File: src/rtl/joypad_scanner.sv
// Serial NES/SNES joypad scanner: latches and clocks NUM_PADS shift-register
// pads in parallel and publishes an active-high button vector per scan.
`timescale 1ns/1ps
module joypad_scanner #(
    parameter int NUM_PADS    = 2,
    parameter int NUM_BITS    = 8,
    parameter int CLK_DIV     = 150,
    parameter int AUTO_SCAN   = 1,
    parameter int SCAN_PERIOD = 420000
) (
    input  logic                         clk,
    input  logic                         reset,
    input  logic                         start,
    input  logic [NUM_PADS-1:0]          jp_data,
    output logic                         jp_latch,
    output logic                         jp_clk,
    output logic [NUM_PADS*NUM_BITS-1:0] buttons,
    output logic                         valid,
    output logic                         changed,
    output logic                         busy
);

    localparam int BTN_W = NUM_PADS * NUM_BITS;
    localparam int DIV_W = $clog2(2 * CLK_DIV);
    localparam int BIT_W = (NUM_BITS > 1) ? $clog2(NUM_BITS) : 1;
    localparam int PER_W = (SCAN_PERIOD > 1) ? $clog2(SCAN_PERIOD) : 1;

    localparam logic [DIV_W-1:0] LATCH_END = DIV_W'(2 * CLK_DIV - 1);
    localparam logic [DIV_W-1:0] HALF_END  = DIV_W'(CLK_DIV - 1);
    localparam logic [BIT_W-1:0] LAST_BIT  = BIT_W'(NUM_BITS - 1);
    localparam logic [PER_W-1:0] PER_END   = PER_W'(SCAN_PERIOD - 1);

    typedef enum logic [2:0] {
        IDLE,
        LATCH,
        CLK_LO,
        CLK_HI,
        DONE
    } state_t;

    state_t              state_q;
    logic                latch_q;
    logic                jclk_q;
    logic [DIV_W-1:0]    div_q;
    logic [BIT_W-1:0]    bit_q;
    logic [BTN_W-1:0]    shadow_q;
    logic [BTN_W-1:0]    shadow_d;
    logic [BTN_W-1:0]    buttons_q;
    logic                valid_q;
    logic                changed_q;
    logic                busy_q;
    logic                pend_q;
    logic [NUM_PADS-1:0] meta_q;
    logic [NUM_PADS-1:0] sync_q;
    logic [PER_W-1:0]    per_q;
    logic [PER_W-1:0]    per_d;
    logic                auto_hit;

    // Pad lines are asynchronous; only sync_q is ever sampled.
    always_ff @(posedge clk or posedge reset) begin
        if (reset) begin
            meta_q <= '0;
            sync_q <= '0;
        end else begin
            meta_q <= jp_data;
            sync_q <= meta_q;
        end
    end

    always_comb begin
        per_d = '0;
        if (AUTO_SCAN != 0 && per_q != PER_END) begin
            per_d = per_q + 1'b1;
        end
    end

    assign auto_hit = (AUTO_SCAN != 0) && (per_q == PER_END);

    always_ff @(posedge clk or posedge reset) begin
        if (reset) begin
            per_q <= '0;
        end else begin
            per_q <= per_d;
        end
    end

    function automatic logic [NUM_BITS-1:0] shift_in(
        input logic [NUM_BITS-1:0] v,
        input logic                b
    );
        logic [NUM_BITS-1:0] r;
        r = v >> 1;
        r[NUM_BITS-1] = b;
        return r;
    endfunction

    // First bit shifted in ends up at index 0 after NUM_BITS samples.
    always_comb begin
        shadow_d = shadow_q;
        for (int p = 0; p < NUM_PADS; p++) begin
            shadow_d[p*NUM_BITS +: NUM_BITS] =
                shift_in(shadow_q[p*NUM_BITS +: NUM_BITS], ~sync_q[p]);
        end
    end

    always_ff @(posedge clk or posedge reset) begin
        if (reset) begin
            state_q   <= IDLE;
            latch_q   <= 1'b0;
            jclk_q    <= 1'b1;
            div_q     <= '0;
            bit_q     <= '0;
            shadow_q  <= '0;
            buttons_q <= '0;
            valid_q   <= 1'b0;
            changed_q <= 1'b0;
            busy_q    <= 1'b0;
            pend_q    <= 1'b0;
        end else begin
            valid_q   <= 1'b0;
            changed_q <= 1'b0;
            // Auto trigger during a scan is held until the next idle cycle.
            if (state_q != IDLE && auto_hit) begin
                pend_q <= 1'b1;
            end
            unique case (state_q)
                IDLE: begin
                    if (start || auto_hit || pend_q) begin
                        state_q <= LATCH;
                        latch_q <= 1'b1;
                        busy_q  <= 1'b1;
                        div_q   <= '0;
                        bit_q   <= '0;
                        pend_q  <= 1'b0;
                    end
                end
                LATCH: begin
                    if (div_q == LATCH_END) begin
                        shadow_q <= shadow_d;
                        latch_q  <= 1'b0;
                        div_q    <= '0;
                        bit_q    <= BIT_W'(1);
                        if (NUM_BITS > 1) begin
                            state_q <= CLK_LO;
                            jclk_q  <= 1'b0;
                        end else begin
                            state_q <= DONE;
                        end
                    end else begin
                        div_q <= div_q + 1'b1;
                    end
                end
                CLK_LO: begin
                    if (div_q == HALF_END) begin
                        state_q <= CLK_HI;
                        jclk_q  <= 1'b1;
                        div_q   <= '0;
                    end else begin
                        div_q <= div_q + 1'b1;
                    end
                end
                CLK_HI: begin
                    if (div_q == HALF_END) begin
                        shadow_q <= shadow_d;
                        div_q    <= '0;
                        if (bit_q == LAST_BIT) begin
                            state_q <= DONE;
                        end else begin
                            state_q <= CLK_LO;
                            jclk_q  <= 1'b0;
                            bit_q   <= bit_q + 1'b1;
                        end
                    end else begin
                        div_q <= div_q + 1'b1;
                    end
                end
                DONE: begin
                    buttons_q <= shadow_q;
                    valid_q   <= 1'b1;
                    changed_q <= (shadow_q != buttons_q);
                    busy_q    <= 1'b0;
                    state_q   <= IDLE;
                end
                default: begin
                    state_q <= IDLE;
                end
            endcase
        end
    end

    assign jp_latch = latch_q;
    assign jp_clk   = jclk_q;
    assign buttons  = buttons_q;
    assign valid    = valid_q;
    assign changed  = changed_q;
    assign busy     = busy_q;

endmodule

File: config.mk
export PLATFORM = sky130hd
export DESIGN_NAME = joypad_scanner
export DESIGN_NICKNAME = d
export VERILOG_FILES = /design/src/rtl/joypad_scanner.sv
export SDC_FILE = /design/constraint.sdc
export NUM_CORES = 1
export LEC_CHECK = 0
export ABC_AREA = 1
export CAP_MARGIN = 20
export CORE_ASPECT_RATIO = 0.75
export CORE_MARGIN = 2
export CORE_UTILIZATION = 53
export DETAILED_ROUTE_END_ITERATION = 16
export GPL_TIMING_DRIVEN = 0
export HOLD_SLACK_MARGIN = 0.12
export PLACE_DENSITY = 0.76
export SLEW_MARGIN = 10
export SYNTH_ARGS = -nofsm -noshare
export SYNTH_HDL_FRONTEND = slang
export SYNTH_SLANG_ARGS = --single-unit
File: constraint.sdc
create_clock -name clk -period 2.2 [get_ports clk]
set_input_delay 0.22 -clock clk [delete_from_list [all_inputs] [get_ports clk]]
set_output_delay 0.22 -clock clk [all_outputs]
set_load 0.01 [all_outputs]
==> results.txt <==
----------------------------------------------------
[Run status]
  Outcome ... finished, final reports clean

[Worst setup path]
  Required time at the worst-slack endpoint ... 2430 ps
  Crit Reg-Reg Startpoint ... per_q[0]
  CP Capture Type ... register
  Critical-path maximum fanout ... 9
  CP Launch Point ... per_q[0]
  WP data arrival ... ~2100 ps
  Kind of critical path ... reg -> reg
  CP startpoint kind ... register

[Placement]
  # placed instances ... 612
  Dpl hpwl ... 5380 um
  Count of buffers inserted at the top-level ports ... 25
  GPL Wtd Cong ... ~0.9

[Pwr]
  Total power density per cell area ... between 500 and 600 nW/um^2
  Worst IR Drop VDD ... about 0.36 mV
  Standby leakage power ... 2.11 nW
  Total power after layout ... 2.66 mW

[Layout]
  Proportion of layout cells with a drive suffix above 1 ... 0.111
  Area Growth Syn to Fin ... 16.4%
  Combined area of the multi-input logic cells ... 1660 sq um
  NumNets Final ... 535
  Utilization of the core after routing ... 0.649
  Number of filler cells placed in the layout ... 620
  Layout Cells excl Fill ... 628
  Number of inserted diodes ... 0
  Sequential cell area ... 1900 sq um

[STA]
  Share of the clock period used by the worst path after layout ... 0.840
  Normalized max-slew margin ... 0.679
  Max-slew violation total from the final report ... 0
  Worst-case clock skew ... 12.9 ps
  Finish-stage setup viols ... 0
  Final Hold Violating Endpoints ... 0
  Max Fclk ... between 500 and 600 MHz
  Worst Tran Pin Value ... slightly below 500 ps
  Unrepaired setup endpoints after global routing ... no
  Post-route minimum period ... 1850 ps

[Synthesis]
  Post-synth top flop ... dfrtp_1
  Avg Cell Area, Syn ... 7.92 sq um
  Instance count of the mapped netlist ... 488
  Count of different cell masters after synthesis ... 27
  Area share of fa/ha/maj cells after synthesis ... 0.0162
  Flops & latches, synth ... 76
  Net count after synthesis ... 498
  Post-synthesis share of cell area spent on xor and xnor gates ... 0.0453
  Count of flip-flops with a built-in enable after synthesis ... 0
  Portion of netlist area occupied by mux cells ... 0
  Async SR Flop Fraction ... 1.00
  Synthesized-area fraction occupied by ao, oa, aoi and oai cells ... 0.0800
  Portion of the post-synthesis area used by sequential elements ... 0.493
  Main combinational cell family by area after synthesis ... simple AND/OR/NAND/NOR gates
  Share of synthesized cell area in and, or, nand and nor gates ... 0.288
  Netlist area before placement ... 3860 sq um
  Synthesis warning total ... 0

[CTS]
  Clock buffer count from CTS ... 9
  Resized cells post-CTS ... 0
  Clock buffer depth ... 2
  CTS tree ... yes
  Number of hold buffers added after CTS ... 0
  Clock Root Buffer ... clkbuf_8
  Clk sink count ... 76
  Post-CTS Setup Bufs ... 0
  Worst-path clk slew ... around 90 ps
  Total number of H-tree levels ... 3
  Worst skew pair latency ... 350 ps

[Floorplan]
  Vertical extent of the die ... between 70 and 80 um
  Die Area ... 8000 sq um
  Number of I/O pins ... 26
  Standard cell core area ... 6930 sq um
  Horizontal extent of the die ... 103 um
  Initial Utilization ... 0.558
  Standard-cell row count ... 26

[Route]
  Remaining number of nets flagged by the antenna check after routing ... 0
  DRT Wirelength ... ~7500 um
  Number of vias per cell ... 4.99
  Starting DRC count in detailed routing ... 141
  Wire length per cell ... about 12 um
  Detailed-router iteration count before antenna repair ... 4
  Total DRC errors in the routed layout ... 0
  Via Count ... 3136

[Hold path]
  Path class of the lowest-slack min-delay path ... in -> async

[Job]
  Max-cap viol count ... 0

[Global route]
  Initial antenna violation count ... 0
  Via count of the first global-routing pass ... 2863
  Global-route usage over all layers ... 0.205
  Overflow left after global routing ... 0
  Maximum number of pins on one net before global-route repair ... 62
  Global-route wire length before repair ... roughly 13000 um

----------------------------------------------------
==> worst max-delay path: stages (launching register included) <==
cell     delay, ps
dfrtp_1        440
ha_1           160
buf_2          190
nand3_1        180
nor2_1         130
nand3_1        160
nand3_2        190
nand2_2        160
nand2_1         90
nand2_1         50
==> synth_stat cells, types with 3 or more instances <==
cell,count,area share
a21oi_1,4,0.0052
nand3_1,31,0.040
dfrtp_1,75,0.49
clkbuf_1,3,0.0029
xnor2_1,9,0.020
nand2_1,149,0.14
nor2_1,55,0.053
inv_2,5,0.0049
nor2_2,3,0.0049
o21ai_0,22,0.028
xor2_1,11,0.025
ha_1,5,0.016
nand4_1,10,0.016
inv_1,64,0.062
nor3_1,3,0.0039
nand2_2,4,0.0065
o21ai_2,17,0.039
or2_2,4,0.0065
==> kinds of logic (layout without fill, tap and decap cells) <==
logic type                 count (synthesis)  after routing
and+or+nand+nor                          264            264
adders and majority gates                  5              5
buffers and inverters                     76            118
AOI/OAI and AO/OA                         47             47
xor gates and xnor gates                  20             20
DFF                                       76             76
==> sequential cells by signal (all words and copies together), names as in the netlist, 2 cells and up <==
signal	count
meta_q	2
per_q	19
bit_q	3
div_q	9
shadow_q	16
buttons	16
state_q	3
sync_q	2
==> placed cells by master (no fill, tap or decap), types with 2 or more instances in the layout <==
cell type        instances
buf_6                    2
o211ai_1                 2
nor3_1                   3
a21oi_1                  4
inv_2                    5
or2_2                    4
nor2_2                   3
xor2_1                  11
nand3_1                 31
nor2_1                  55
or2_0                    2
inv_6                    2
bufinv_16                2
clkdlybuf4s50_1         25
buf_2                    2
nand2_2                  4
nand4_1                 10
o21ai_0                 22
xnor2_1                  9
inv_1                   63
ha_1                     5
o21a_1                   2
clkbuf_1                 3
nand2_1                149
dfrtp_1                 75
clkbuf_8                 9
clkinv_4                 2
o21ai_2                 17
==> final cells by class <==
| cell class | instances | share of cell area |
|---|---|---|
| repair buffers | 26 | 0.0618 |
| inverters | 69 | 0.0582 |
| multi-input cells | 336 | 0.369 |
| well taps | 98 | 0.0273 |
| plain buffers | 7 | 0.00974 |
| flip-flops and latches | 76 | 0.423 |
| clock inverters | 7 | 0.0237 |
| clock buffers | 9 | 0.0275 |
==> metrics by stage <==
stage	setup slack, ps	area [sq um]	hold slack, ps	TNS, ps
after global placement	-1250	4240	331	-93890
final	353	4500	153	0
after detailed placement	349	4270	336	0
after floorplan	43.3	3860	251	0
after CTS	334	4500	154	0
after global routing	87.4	4500	172	0
==> final timing paths <==
path | to | depth (start not counted) | slack [ps]
setup / recovery | div_q[8] | 9 | 350
hold / removal | buttons[8] | 2 | 150
setup reg to reg | div_q[8] | 9 | 350
hold reg to reg | sync_q[1] | 0 | 350
max in group asynchronous | jp_clk | 3 | 1460
min in group clk | meta_q[1] | 1 | 310
==> where the power goes <==
group / total, mW / switching, mW / internal [mW]
sequential: 1.40 / 0.00124 / 1.40
clock: 1.22 / 0.563 / 0.659
combinational: 0.0406 / 0.0287 / 0.0119
==> metal layers <==
| metal | track usage | part of all wire |
|---|---|---|
| met1 | 0.293 | 0.49 |
| met2 | 0.320 | 0.46 |
| met3 | 0.0495 | 0.037 |
| met4 | 0.0400 | 0.0060 |
| met5 | 0 | 0 |
(Power assumes the default switching activity.)
